===== config.mk =====
export PLATFORM = sky130hd
export DESIGN_NAME = drv_segment_hex_mux
export DESIGN_NICKNAME = d
export VERILOG_FILES = /design/src/rtl/drv_segment_hex_mux_pkg.sv /design/src/rtl/drv_segment_hex_dec.sv /design/src/rtl/drv_segment_hex_mux.sv
export SDC_FILE = /design/constraint.sdc
export NUM_CORES = 1
export LEC_CHECK = 0
export CORE_MARGIN = 5
export CORE_UTILIZATION = 54
export DETAILED_ROUTE_END_ITERATION = 8
export PLACE_DENSITY = 0.91
export SLEW_MARGIN = 25
export SYNTH_ARGS = -nofsm -noshare
export SYNTH_HDL_FRONTEND = slang
export SYNTH_HIERARCHICAL = 1
export SYNTH_SLANG_ARGS = --single-unit

===== constraint.sdc =====
create_clock -name i_clk -period 3.47 [get_ports i_clk]
set_input_delay 1.041 -clock i_clk [delete_from_list [all_inputs] [get_ports i_clk]]
set_output_delay 1.041 -clock i_clk [all_outputs]
set_load 0.1 [all_outputs]

===== src/rtl/drv_segment_hex_mux_pkg.sv =====
// Shared segment encoding for the multiplexed hex display driver.
// Segment vectors are active-low, bit0=a ... bit6=g.
package pkg_segment;

   typedef logic [6:0] seg_t;

   localparam seg_t SEG_BLANK = 7'b1111111;

   localparam seg_t SEG_TABLE [16] = '{
      7'b1000000,  // 0
      7'b1111001,  // 1
      7'b0100100,  // 2
      7'b0110000,  // 3
      7'b0011001,  // 4
      7'b0010010,  // 5
      7'b0000010,  // 6
      7'b1111000,  // 7
      7'b0000000,  // 8
      7'b0010000,  // 9
      7'b0001000,  // A
      7'b0000011,  // b
      7'b1000110,  // C
      7'b0100001,  // d
      7'b0000110,  // E
      7'b0001110   // F
   };

endpackage


===== src/rtl/drv_segment_hex_dec.sv =====
// Hex nibble to active-low seven-segment pattern (pure combinational lookup).
module drv_segment_hex_dec
   import pkg_segment::*;
(
   input  logic [3:0] i_hex,
   output logic [6:0] o_sgmnt
);

   assign o_sgmnt = SEG_TABLE[i_hex];

endmodule


===== src/rtl/drv_segment_hex_mux.sv =====
// Time-multiplexed hex display driver: shadow registers, slot prescaler,
// digit scan with anti-ghost dark interval, optional leading-zero blanking.
// Every pin is a flop fed from the current prescaler/index state.
module drv_segment_hex_mux
   import pkg_segment::*;
#(
   parameter int DIGITS      = 4,
   parameter int SCAN_DIV    = 50000,
   parameter int GHOST_CYC   = 2,
   parameter int LZ_SUPPRESS = 0
) (
   input  logic                  i_clk,
   input  logic                  i_rst,
   input  logic [4*DIGITS-1:0]   i_value,
   input  logic [DIGITS-1:0]     i_dp,
   input  logic [DIGITS-1:0]     i_blank,
   input  logic                  i_load,
   output logic [6:0]            o_drv_sgmnt,
   output logic                  o_drv_dp,
   output logic [DIGITS-1:0]     o_drv_anode,
   output logic                  o_frame
);

   localparam int PW = $clog2(SCAN_DIV);
   localparam int IW = (DIGITS > 1) ? $clog2(DIGITS) : 1;
   localparam logic [PW-1:0] P_LAST  = PW'(SCAN_DIV - 1);
   localparam logic [PW-1:0] P_GHOST = PW'(GHOST_CYC);
   localparam logic [IW-1:0] I_LAST  = IW'(DIGITS - 1);

   logic [PW-1:0]       r_presc;
   logic [IW-1:0]       r_idx;
   logic [4*DIGITS-1:0] r_value;
   logic [DIGITS-1:0]   r_dp;
   logic [DIGITS-1:0]   r_blank;

   logic [6:0]          r_sgmnt;
   logic                r_dp_out;
   logic [DIGITS-1:0]   r_anode;
   logic                r_frame;

   logic                w_wrap;
   logic                w_dark;
   logic [3:0]          w_nib;
   logic                w_dp_req;
   logic                w_forced;
   logic                w_supp;
   logic [DIGITS-1:0]   w_anode_on;
   logic [DIGITS-1:0]   w_lz;
   logic [6:0]          w_seg;

   // Shadow capture of the display contents; blanked until first load.
   always_ff @(posedge i_clk or posedge i_rst) begin
      if (i_rst) begin
         r_value <= '0;
         r_dp    <= '0;
         r_blank <= '1;
      end else if (i_load) begin
         r_value <= i_value;
         r_dp    <= i_dp;
         r_blank <= i_blank;
      end
   end

   // Slot prescaler and digit index; index steps on the prescaler terminal count.
   always_ff @(posedge i_clk or posedge i_rst) begin
      if (i_rst) begin
         r_presc <= '0;
         r_idx   <= '0;
      end else if (r_presc == P_LAST) begin
         r_presc <= '0;
         r_idx   <= (r_idx == I_LAST) ? '0 : r_idx + 1'b1;
      end else begin
         r_presc <= r_presc + 1'b1;
      end
   end

   assign w_wrap = (r_presc == P_LAST) && (r_idx == I_LAST);
   assign w_dark = (r_presc < P_GHOST);

   // Leading-zero map and selection of the current digit's shadow fields.
   always_comb begin
      logic v_run;
      v_run      = 1'b1;
      w_lz       = '0;
      w_nib      = '0;
      w_dp_req   = 1'b0;
      w_forced   = 1'b0;
      w_supp     = 1'b0;
      w_anode_on = '1;
      for (int k = DIGITS - 1; k >= 0; k--) begin
         v_run = v_run & (r_value[4*k +: 4] == 4'h0);
         w_lz[k] = (LZ_SUPPRESS != 0) && (k > 0) && v_run;
      end
      for (int k = 0; k < DIGITS; k++) begin
         if (r_idx == IW'(k)) begin
            w_nib         = r_value[4*k +: 4];
            w_dp_req      = r_dp[k];
            w_forced      = r_blank[k];
            w_supp        = w_lz[k];
            w_anode_on[k] = 1'b0;
         end
      end
   end

   drv_segment_hex_dec u_dec (
      .i_hex   (w_nib),
      .o_sgmnt (w_seg)
   );

   // Output registers; reset darkens the display without waiting for a clock.
   always_ff @(posedge i_clk or posedge i_rst) begin
      if (i_rst) begin
         r_anode  <= '1;
         r_sgmnt  <= SEG_BLANK;
         r_dp_out <= 1'b1;
         r_frame  <= 1'b0;
      end else begin
         r_frame <= w_wrap;
         if (w_dark) begin
            r_anode  <= '1;
            r_sgmnt  <= SEG_BLANK;
            r_dp_out <= 1'b1;
         end else begin
            r_anode  <= w_anode_on;
            r_sgmnt  <= (w_forced || w_supp) ? SEG_BLANK : w_seg;
            r_dp_out <= ~(w_dp_req & ~w_forced);
         end
      end
   end

   assign o_drv_sgmnt = r_sgmnt;
   assign o_drv_dp    = r_dp_out;
   assign o_drv_anode = r_anode;
   assign o_frame     = r_frame;

endmodule


==> results.yml, run 1 <==
worst_setup_path:
  path_max_fanout: 8
  required_ns: 3.70
  worstPathCellList: "ha_1 -> nor2b_1 -> a221oi_1 -> o31ai_1 -> inv_1 -> ha_1 -> nand2_1 -> a21oi_1 -> a31oi_1 -> nand2b_1"
  arrival_ns: 3.20
  r2r_start: "r_idx[0]"
  worst-path-stages: 10
  critPathBufInv: 1
  reg2regPathDepth: 10
  crit_type: "flop to flop"
  crit_path_start_kind: "flop"
  worstSetupEndpoint: "o_drv_sgmnt[3]"
  crit_start: "r_idx[0]"
  slowest_delay_ns: 0.60
  cp_common_cell: "ha_1"
  cp-end-kind: "flop"
  r2r_setup_slack_ns: 0.51
  r2r_end: "o_drv_sgmnt[3]"
  cp_top_family: "compound AO/OA/AOI/OAI gates"
  crit_slowest_cell: "o31ai_1"
sta:
  slew_viol_final: 0
  totalNegativeSetupSlack_ns: 0
  rsz0062_at_grt: "no"
  layout_min_cycle_time_ns: 2.96
  timing.fmax_mhz: 338
  setup_slack_ns: 0.508
  worstMarginPinSlew_ns: 0.683
  finalSetupViolations: 0
  fin_worst_skew_ns: 0.00293
  hold_viol: 0
  fin_crit_sh_pct: 85.4
  slew_headroom_pct: 54.1
placement:
  place.gp.congestion: 0.918
  dp_slack_ns: 0.591
  placed_cell_area_um2: 3130
  port_buffers: 39
  hpwl_um: 3940
  dp_cells: 333
route:
  ant_nets: 0
  dr.first_iter.drc_count: 90
  drt_pass1_iterations: 4
  wl_per_cell_um: 15.7
  routed.top_layer: "met4"
  drc: 0
  wl_met2_um: 2670
  wl_um: 5350
  vias: 1881
  wl_met3_um: 302
  wirelength_met1_um: 2250
  via_per_inst: 5.52
clock_tree:
  cts_root_buf: "clkbuf_8"
  cts_resized: 0
  ctsLongestPathBuffers: 2
  clock_sinks: 55
  numCtsBuffers: 5
  clk_latency_ns: 0.30
  cts_hold_buffers: 0
  cts_tree: "built"
  cts_setup_buffers: 0
  clk_pin_slew_worst_paths_ns: 0.09
  htreeDepth: 2
worst_hold_path:
  hold_class: "flop to flop"
synthesis:
  syn_area_per_cell_um2: 11.7
  syn-num-nets: 269
  syn-instance-count: 230
  synth_ff_type: "dfrtp_1"
  ys_warn_count: 6
  synth_top_area_share_pct: 36.3
  synth_top_area_cell: "dfrtp_1"
  netlist_area_um2: 2690
  synthTopCellsByArea: "dfrtp_1 (36%), dfstp_2 (16%), mux2_2 (11%)"
  synth-seq-area-share_pct: 52.0
  ys_ff_latch: 55
  synth_cell_types: 46
  synth_edf_count: 0
  synthArstFlopShare_pct: 100
power:
  switchingPower_mw: 0.399
  cellLeakagePower_nw: 1.40
  ir_worst_vdd_uv: 312
  p_seq_share_pct: 51.8
  internal_power_mw: 0.985
  switching_share_pct: 28.8
  pwr-share-comb_pct: 20.9
  power.density_nw_per_um2: 429
  p_total_mw: 1.38
  clockPowerShare_pct: 27.4
layout:
  insertedDiodeCount: 0
  stdcell_area_um2: 3230
  nFillCells: 349
  area_growth_pct: 20.1
  final_nets: 312
  layout-drive-gt1-share_pct: 29.2
  multi_input_area_um2: 1200
  final_cell_count_no_fill: 341
  regArea_um2: 1400
grt:
  grtUsageTotal_pct: 18.3
  grt_pass1_wl_um: 8930
  grt_max_degree: 31
  grt_pass1_vias: 1895
  antenna_found_initial: 0
  overflow: 0
floorplanning:
  core_um2: 4790
  dieArea_um2: 6480
  start_util_pct: 56.1
  rows: 25
  die_h_um: 80.5
  die_w_um: 80.5
  num_io_pins: 40
run:
  maxCapViolCount: 0
status:
  status: "complete, no violations"
==> logic make-up after synthesis <==
| family | after synthesis | synth area share [%] |
|---|---|---|
| AND/OR/NAND/NOR | 76 | 15.6 |
| flip-flops | 55 | 52.0 |
| AO/OA/AOI/OAI | 28 | 7.83 |
| multiplexers | 28 | 11.7 |
| buffers and inverters | 19 | 3.35 |
| XOR/XNOR | 12 | 3.91 |
| adder cells (fa/ha/maj) | 12 | 5.59 |
==> registers in the layout (all words and copies together) (netlist names) <==
register     count
r_presc         16
r_value         16
o_drv_sgmnt      7
o_drv_anode      4
r_blank          4
r_dp             4
r_idx            2
o_drv_dp         1
o_frame          1
==> area by class of cell <==
| cell class | instances | share of cell area [%] |
|---|---|---|
| Clock buffer | 8 | 3.10 |
| Inverter | 9 | 1.12 |
| Multi-Input combinational cell | 156 | 37.2 |
| Sequential cell | 55 | 43.3 |
| Tap cell | 67 | 2.60 |
| Timing Repair Buffer | 46 | 12.7 |
==> cell usage after synthesis (4+ instances only) <==
cell	instances
nor2b_1	9
clkbuf_1	6
nand3_1	4
nand2_1	21
mux2_2	27
a221oi_1	6
o31ai_1	7
nor2_1	11
ha_1	12
nand2b_1	7
xor2_1	8
dfstp_2	16
dfrtp_1	39
inv_1	8
xnor2_1	4
==> worst min path at each step <==
| stage | startpoint | end | slack, ns | cells past startpoint |
|---|---|---|---|---|
| after detailed placement | r_presc[0] | r_presc[0] | 0.47 | 1 |
| after floorplan | r_presc[0] | r_presc[0] | 0.43 | 1 |
| after global placement | r_presc[0] | r_presc[0] | 0.46 | 1 |
| final | r_presc[0] | r_presc[0] | 0.48 | 1 |
| after global routing | r_presc[0] | r_presc[0] | 0.50 | 1 |
| after CTS | r_presc[0] | r_presc[0] | 0.48 | 1 |
==> power groups by stage <==
stage	Combinational, mW	Clock, mW	Sequential [mW]
after floorplan	0.110	0	0.827
after global placement	0.283	0	0.727
after detailed placement	0.290	0	0.728
after CTS	0.291	0.384	0.717
after global routing	0.308	0.411	0.721
final	0.289	0.379	0.717
==> metrics by stage <==
step           util, %  hold WS (ns)
2_1_floorplan        -         0.432
3_3_place_gp      65.3         0.457
3_5_place_dp      65.3         0.469
5_1_grt           67.4         0.502
6_report          67.4         0.476
4_1_cts           67.4         0.475
==> layer usage <==
metal | global-route usage, % | up-vias
met5 | 0 | -
met3 | 3.81 | 14
met2 | 31.3 | 51
li1 | - | 884
met4 | 7.26 | 0
met1 | 22.4 | 932
==> cell usage in the layout (no fill, tap or decap), types with 3 or more instances in the layout <==
cell type / count
buf_4: 20
xnor2_1: 4
nand4_1: 3
a221oi_1: 6
dfstp_2: 16
and3_1: 3
nand2_1: 21
clkbuf_8: 7
xor2_1: 8
dfrtp_1: 39
clkdlybuf4s50_1: 26
ha_1: 12
nor2b_1: 9
mux2_2: 27
nor4_1: 3
inv_1: 7
nor2_1: 11
o31ai_1: 7
nand2b_1: 7
nand3_1: 4
Power figures use the tool's default switching activity.
==> run 2, diff against run 1 <==
--- a/config.mk
+++ b/config.mk
@@ -5,7 +5,6 @@
 export SDC_FILE = /design/constraint.sdc
 export NUM_CORES = 1
 export LEC_CHECK = 0
-export CORE_MARGIN = 5
 export CORE_UTILIZATION = 54
 export DETAILED_ROUTE_END_ITERATION = 8
 export PLACE_DENSITY = 0.91
==> run 2 against run 1 <==
  * Routed wire length down 8.8%
  * Sequential share of layout area decreased by 0.23 points
  * Global-route usage increased by 3.0 points
  * Clock skew up 0.0085 ns
  * Total power is 3.3% higher
  * Sequential power about the same
  * Critical path depth grew 1
  * Via count decreased by 2.8%
  * Clock-buffer cell count down 3
  * First-iteration DRC count grew 3.3%
  * Combinational power hardly changed
  * Clock power is 12% higher
  * Largest power group unchanged
==> results.yml, run 2 (synthesis results as in run 1) <==
status:
  status: "complete, no violations"
clock_tree:
  cts_resized: 0
  clk_pin_slew_worst_paths_ns: 0.10
  cts_hold_buffers: 0
  htreeDepth: 2
  cts_tree: "built"
  clock_sinks: 55
  cts_setup_buffers: 0
  cts_root_buf: "clkbuf_8"
  numCtsBuffers: 5
  clk_latency_ns: 0.31
  ctsLongestPathBuffers: 2
sta:
  slew_viol_final: 0
  worstMarginPinSlew_ns: 0.775
  fin_crit_sh_pct: 87.8
  fin_worst_skew_ns: 0.0114
  finalSetupViolations: 0
  slew_headroom_pct: 47.9
  totalNegativeSetupSlack_ns: 0
  layout_min_cycle_time_ns: 3.05
  hold_viol: 0
  rsz0062_at_grt: "no"
  timing.fmax_mhz: 328
  setup_slack_ns: 0.425
worst_hold_path:
  hold_class: "flop to flop"
  hold_path_depth: 1
  hold_start: "r_presc[0]"
  hold_end: "r_presc[0]"
grt:
  overflow: 0
  antenna_found_initial: 0
  grtUsageTotal_pct: 21.3
  grt_max_degree: 33
  grt_pass1_vias: 1825
  grt_pass1_wl_um: 8520
layout:
  final_cell_mix: "dfrtp_1 (39), mux2_2 (27), clkdlybuf4s50_1 (26)"
  final_nets: 311
  multi_input_area_um2: 1200
  area_growth_pct: 20.8
  layout_commonest_cell: "dfrtp_1"
  layout-drive-gt1-share_pct: 29.3
  insertedDiodeCount: 0
  nFillCells: 340
  regArea_um2: 1400
route:
  drc: 0
  wl_um: 4880
  via_per_inst: 5.38
  drt_pass1_iterations: 5
  ant_nets: 0
  wl_per_cell_um: 14.4
  vias: 1828
  dr.first_iter.drc_count: 93
power:
  p_seq_share_pct: 50.1
  power.density_nw_per_um2: 441
  switching_share_pct: 28.8
  switchingPower_mw: 0.411
  pwr-share-comb_pct: 20.2
  internal_power_mw: 1.02
  ir_worst_vdd_uv: 283
  p_total_mw: 1.43
  clockPowerShare_pct: 29.6
  cellLeakagePower_nw: 1.40
run:
  maxCapViolCount: 0
worst_setup_path:
  arrival_ns: 3.29
  cp-end-kind: "flop"
  r2r_end: "o_drv_sgmnt[3]"
  path_max_fanout: 8
  required_ns: 3.71
  r2r_start: "r_idx[1]"
  reg2regPathDepth: 11
  crit_path_start_kind: "flop"
  r2r_setup_slack_ns: 0.42
  crit_type: "flop to flop"
placement:
  place.gp.congestion: 0.785
  dp_slack_ns: 0.564
  hpwl_um: 3560
  port_buffers: 39
floorplanning:
  dieArea_um2: 5260
  core_um2: 4750
  die_w_um: 72.5
  rows: 25
  die_h_um: 72.5
  start_util_pct: 56.5
  num_io_pins: 40
## run 2: cell types whose count changed in the layout (fill, tap and decap cells not counted)
cell / before / now
buf_4: 20 / 18
bufinv_16: 0 / 1
clkbuf_8: 7 / 5
clkinv_4: 0 / 1
buf_12: 0 / 1
clkbuf_1: 1 / 0
clkinv_2: 0 / 1
## run 2: how the worst max path moves through the flow
stage / start / endpoint / slack (ns) / depth (start not counted)
4_1_cts: r_idx[1] / o_drv_sgmnt[3] / 0.47 / 11
5_1_grt: r_idx[1] / o_drv_sgmnt[3] / 0.11 / 11
3_5_place_dp: r_idx[1] / o_drv_sgmnt[3] / 0.56 / 11
2_1_floorplan: r_idx[0] / o_drv_sgmnt[0] / 0.88 / 11
6_report: r_idx[1] / o_drv_sgmnt[3] / 0.42 / 11
3_3_place_gp: r_idx[0] / o_drv_sgmnt[3] / 0.74 / 10
## run 2: power groups by stage
stage / combinational, mW / clock [mW] / sequential, mW
global route: 0.309 / 0.456 / 0.721
floorplan: 0.110 / 0 / 0.827
global placement: 0.283 / 0 / 0.726
finish: 0.289 / 0.424 / 0.716
detailed placement: 0.289 / 0 / 0.728
CTS: 0.290 / 0.430 / 0.716
## run 2: cell type report
cell class	instances	share of cell area, %
sequential	55	43.1
multi-input combinational	156	37.0
timing repair buffer	45	12.8
tap	67	2.58
clock buffer	5	2.12
clock inverter	3	1.35
inverter	9	1.12
## run 2: worst max-delay path, cell delays in order, from the launching register on
cell      delay, ns
dfrtp_1        0.40
inv_1          0.08
ha_1           0.27
nor2b_1        0.38
a221oi_1       0.18
o31ai_1        0.67
inv_1          0.25
ha_1           0.35
nand2_1        0.06
a21oi_1        0.15
a31oi_1        0.05
nand2b_1       0.14
## run 2: layer usage
layer / part of all wire [%] / vias up / global-route usage (%)
li1: - / 880 / -
met1: 46 / 891 / 27.9
met2: 49 / 49 / 35.4
met3: 3.2 / 8 / 4.86
met4: 1.7 / 0 / 6.32
met5: 0 / - / 0
## run 2: through the flow
stage / area (µm²) / cells / hold slack [ns] / util, %
3_5_place_dp: 3130 / 332 / 0.453 / 65.8
2_1_floorplan: 2690 / 230 / 0.432 / -
4_1_cts: 3240 / 340 / 0.467 / 68.2
6_report: 3240 / 340 / 0.471 / 68.2
3_3_place_gp: 3130 / 332 / 0.451 / 65.8
5_1_grt: 3240 / 340 / 0.502 / 68.2
==> run 3, diff against run 2 <==
--- a/config.mk
+++ b/config.mk
@@ -7,6 +7,7 @@
 export LEC_CHECK = 0
 export CORE_UTILIZATION = 54
 export DETAILED_ROUTE_END_ITERATION = 8
+export MAX_ROUTING_LAYER = met4
 export PLACE_DENSITY = 0.91
 export SLEW_MARGIN = 25
 export SYNTH_ARGS = -nofsm -noshare
==> run 3 against run 2 <==
  * Sequential power hardly changed
  * Via count stayed put
  * Setup slack improved by 0.0046 ns
  * Critical path type unchanged
==> results.yml, run 3 (synthesis results as in run 1) <==
worst_setup_path:
  crit_slowest_cell: "o31ai_1"
  path_max_fanout: 8
  r2r_start: "r_idx[1]"
  reg2regPathDepth: 11
  r2r_end: "o_drv_sgmnt[3]"
  required_ns: 3.72
  cp_top_family: "compound AO/OA/AOI/OAI gates"
  r2r_setup_slack_ns: 0.43
  crit_path_start_kind: "flop"
  worstPathCellList: "inv_1 -> ha_1 -> nor2b_1 -> a221oi_1 -> o31ai_1 -> inv_1 -> ha_1 -> nand2_1 -> a21oi_1 -> a31oi_1 -> nand2b_1"
  slowest_delay_ns: 0.65
  critPathBufInv: 2
  crit_type: "flop to flop"
  arrival_ns: 3.29
  cp-end-kind: "flop"
clock_tree:
  cts_tree: "built"
  clock_sinks: 55
  cts_hold_buffers: 0
  cts_setup_buffers: 0
  numCtsBuffers: 5
  htreeDepth: 2
  clk_latency_ns: 0.31
  clk_pin_slew_worst_paths_ns: 0.10
  ctsLongestPathBuffers: 2
  cts_root_buf: "clkbuf_8"
  cts_resized: 0
run:
  maxCapViolCount: 0
floorplanning:
  dieArea_um2: 5260
  die_h_um: 72.5
  core_um2: 4750
  start_util_pct: 56.5
  num_io_pins: 40
  die_w_um: 72.5
  rows: 25
worst_hold_path:
  hold_end: "r_presc[0]"
  hold_path_depth: 1
  hold_class: "flop to flop"
  hold_start: "r_presc[0]"
layout:
  final_nets: 311
  layout-drive-gt1-share_pct: 29.3
  stdcell_area_um2: 3240
  final_cell_mix: "dfrtp_1 (39), mux2_2 (27), clkdlybuf4s50_1 (26)"
  final_cell_count_no_fill: 340
  post-route-util_pct: 68.2
  layout_commonest_cell: "dfrtp_1"
  insertedDiodeCount: 0
  area_growth_pct: 20.8
route:
  ant_nets: 0
  vias: 1828
  drc: 0
  drt_pass1_iterations: 4
  wl_um: 4880
  via_per_inst: 5.38
  wl_per_cell_um: 14.3
  dr.first_iter.drc_count: 99
power:
  internal_power_mw: 1.02
  switching_share_pct: 28.8
  p_seq_share_pct: 50.1
  clockPowerShare_pct: 29.7
  power.density_nw_per_um2: 441
  switchingPower_mw: 0.413
  p_total_mw: 1.43
  pwr-share-comb_pct: 20.2
  ir_worst_vdd_uv: 283
  cellLeakagePower_nw: 1.40
placement:
  placed_cell_area_um2: 3130
  place.gp.congestion: 0.796
  dp_slack_ns: 0.564
  dp_cells: 332
  port_buffers: 39
  hpwl_um: 3560
sta:
  setup_slack_ns: 0.429
  fin_worst_skew_ns: 0.0117
  worst_hold_slack_ns: 0.472
  slew_viol_final: 0
  slew_headroom_pct: 49.6
  layout_min_cycle_time_ns: 3.04
  totalNegativeSetupSlack_ns: 0
  rsz0062_at_grt: "no"
  hold_viol: 0
  fin_crit_sh_pct: 87.6
  worstMarginPinSlew_ns: 0.750
  finalSetupViolations: 0
  timing.fmax_mhz: 329
grt:
  antenna_found_initial: 0
  grt_pass1_vias: 1820
  grt_pass1_wl_um: 8530
  grtUsageTotal_pct: 22.0
  grt_max_degree: 33
  overflow: 0
status:
  status: "complete, no violations"
[run 3: layout make-up]
cell class / instances / area, µm²
multi-input cells: 156 / 1200
well taps: 67 / 83.8
fillers: 340 / 1510
clock buffers: 5 / 68.8
flip-flops and latches: 55 / 1400
repair buffers: 45 / 415
clock inverters: 3 / 43.8
inverters: 9 / 36.3
[run 3: worst max-delay path by stage]
stage                   from        endpoint  slack [ns]  depth (start not counted)
detailed placement  r_idx[1]  o_drv_sgmnt[3]        0.56                         11
CTS                 r_idx[1]  o_drv_sgmnt[3]        0.47                         11
finish              r_idx[1]  o_drv_sgmnt[3]        0.43                         11
global route        r_idx[1]  o_drv_sgmnt[3]        0.11                         11
floorplan           r_idx[0]  o_drv_sgmnt[0]        0.88                         11
global placement    r_idx[0]  o_drv_sgmnt[3]        0.74                         10
[run 3: metal layers]
layer | vias up | share of wire [%] | routed length [µm] | global-route usage [%]
li1 | 879 | - | - | -
met1 | 890 | 46 | 2220 | 27.8
met2 | 50 | 49 | 2400 | 35.5
met3 | 9 | 3.6 | 175 | 5.28
met4 | 0 | 1.5 | 71 | 6.32
met5 | - | 0 | 0 | -
[run 3: worst reg2reg max path: cells and delay by family (launching register included)]
family                   cells  cell delay, ns
adder cells (fa/ha/maj)      2            0.63
AO/OA/AOI/OAI                4            1.02
AND/OR/NAND/NOR              3            0.59
flip-flops                   1            0.40
buffers and inverters        2            0.33
[run 3: power by group through the flow]
stage          registers [mW]  clock network (mW)  logic, mW
3_3_place_gp            0.726                   0      0.283
5_1_grt                 0.721               0.459      0.309
4_1_cts                 0.716               0.430      0.290
3_5_place_dp            0.728                   0      0.289
6_report                0.716               0.426      0.289
2_1_floorplan           0.827                   0      0.110
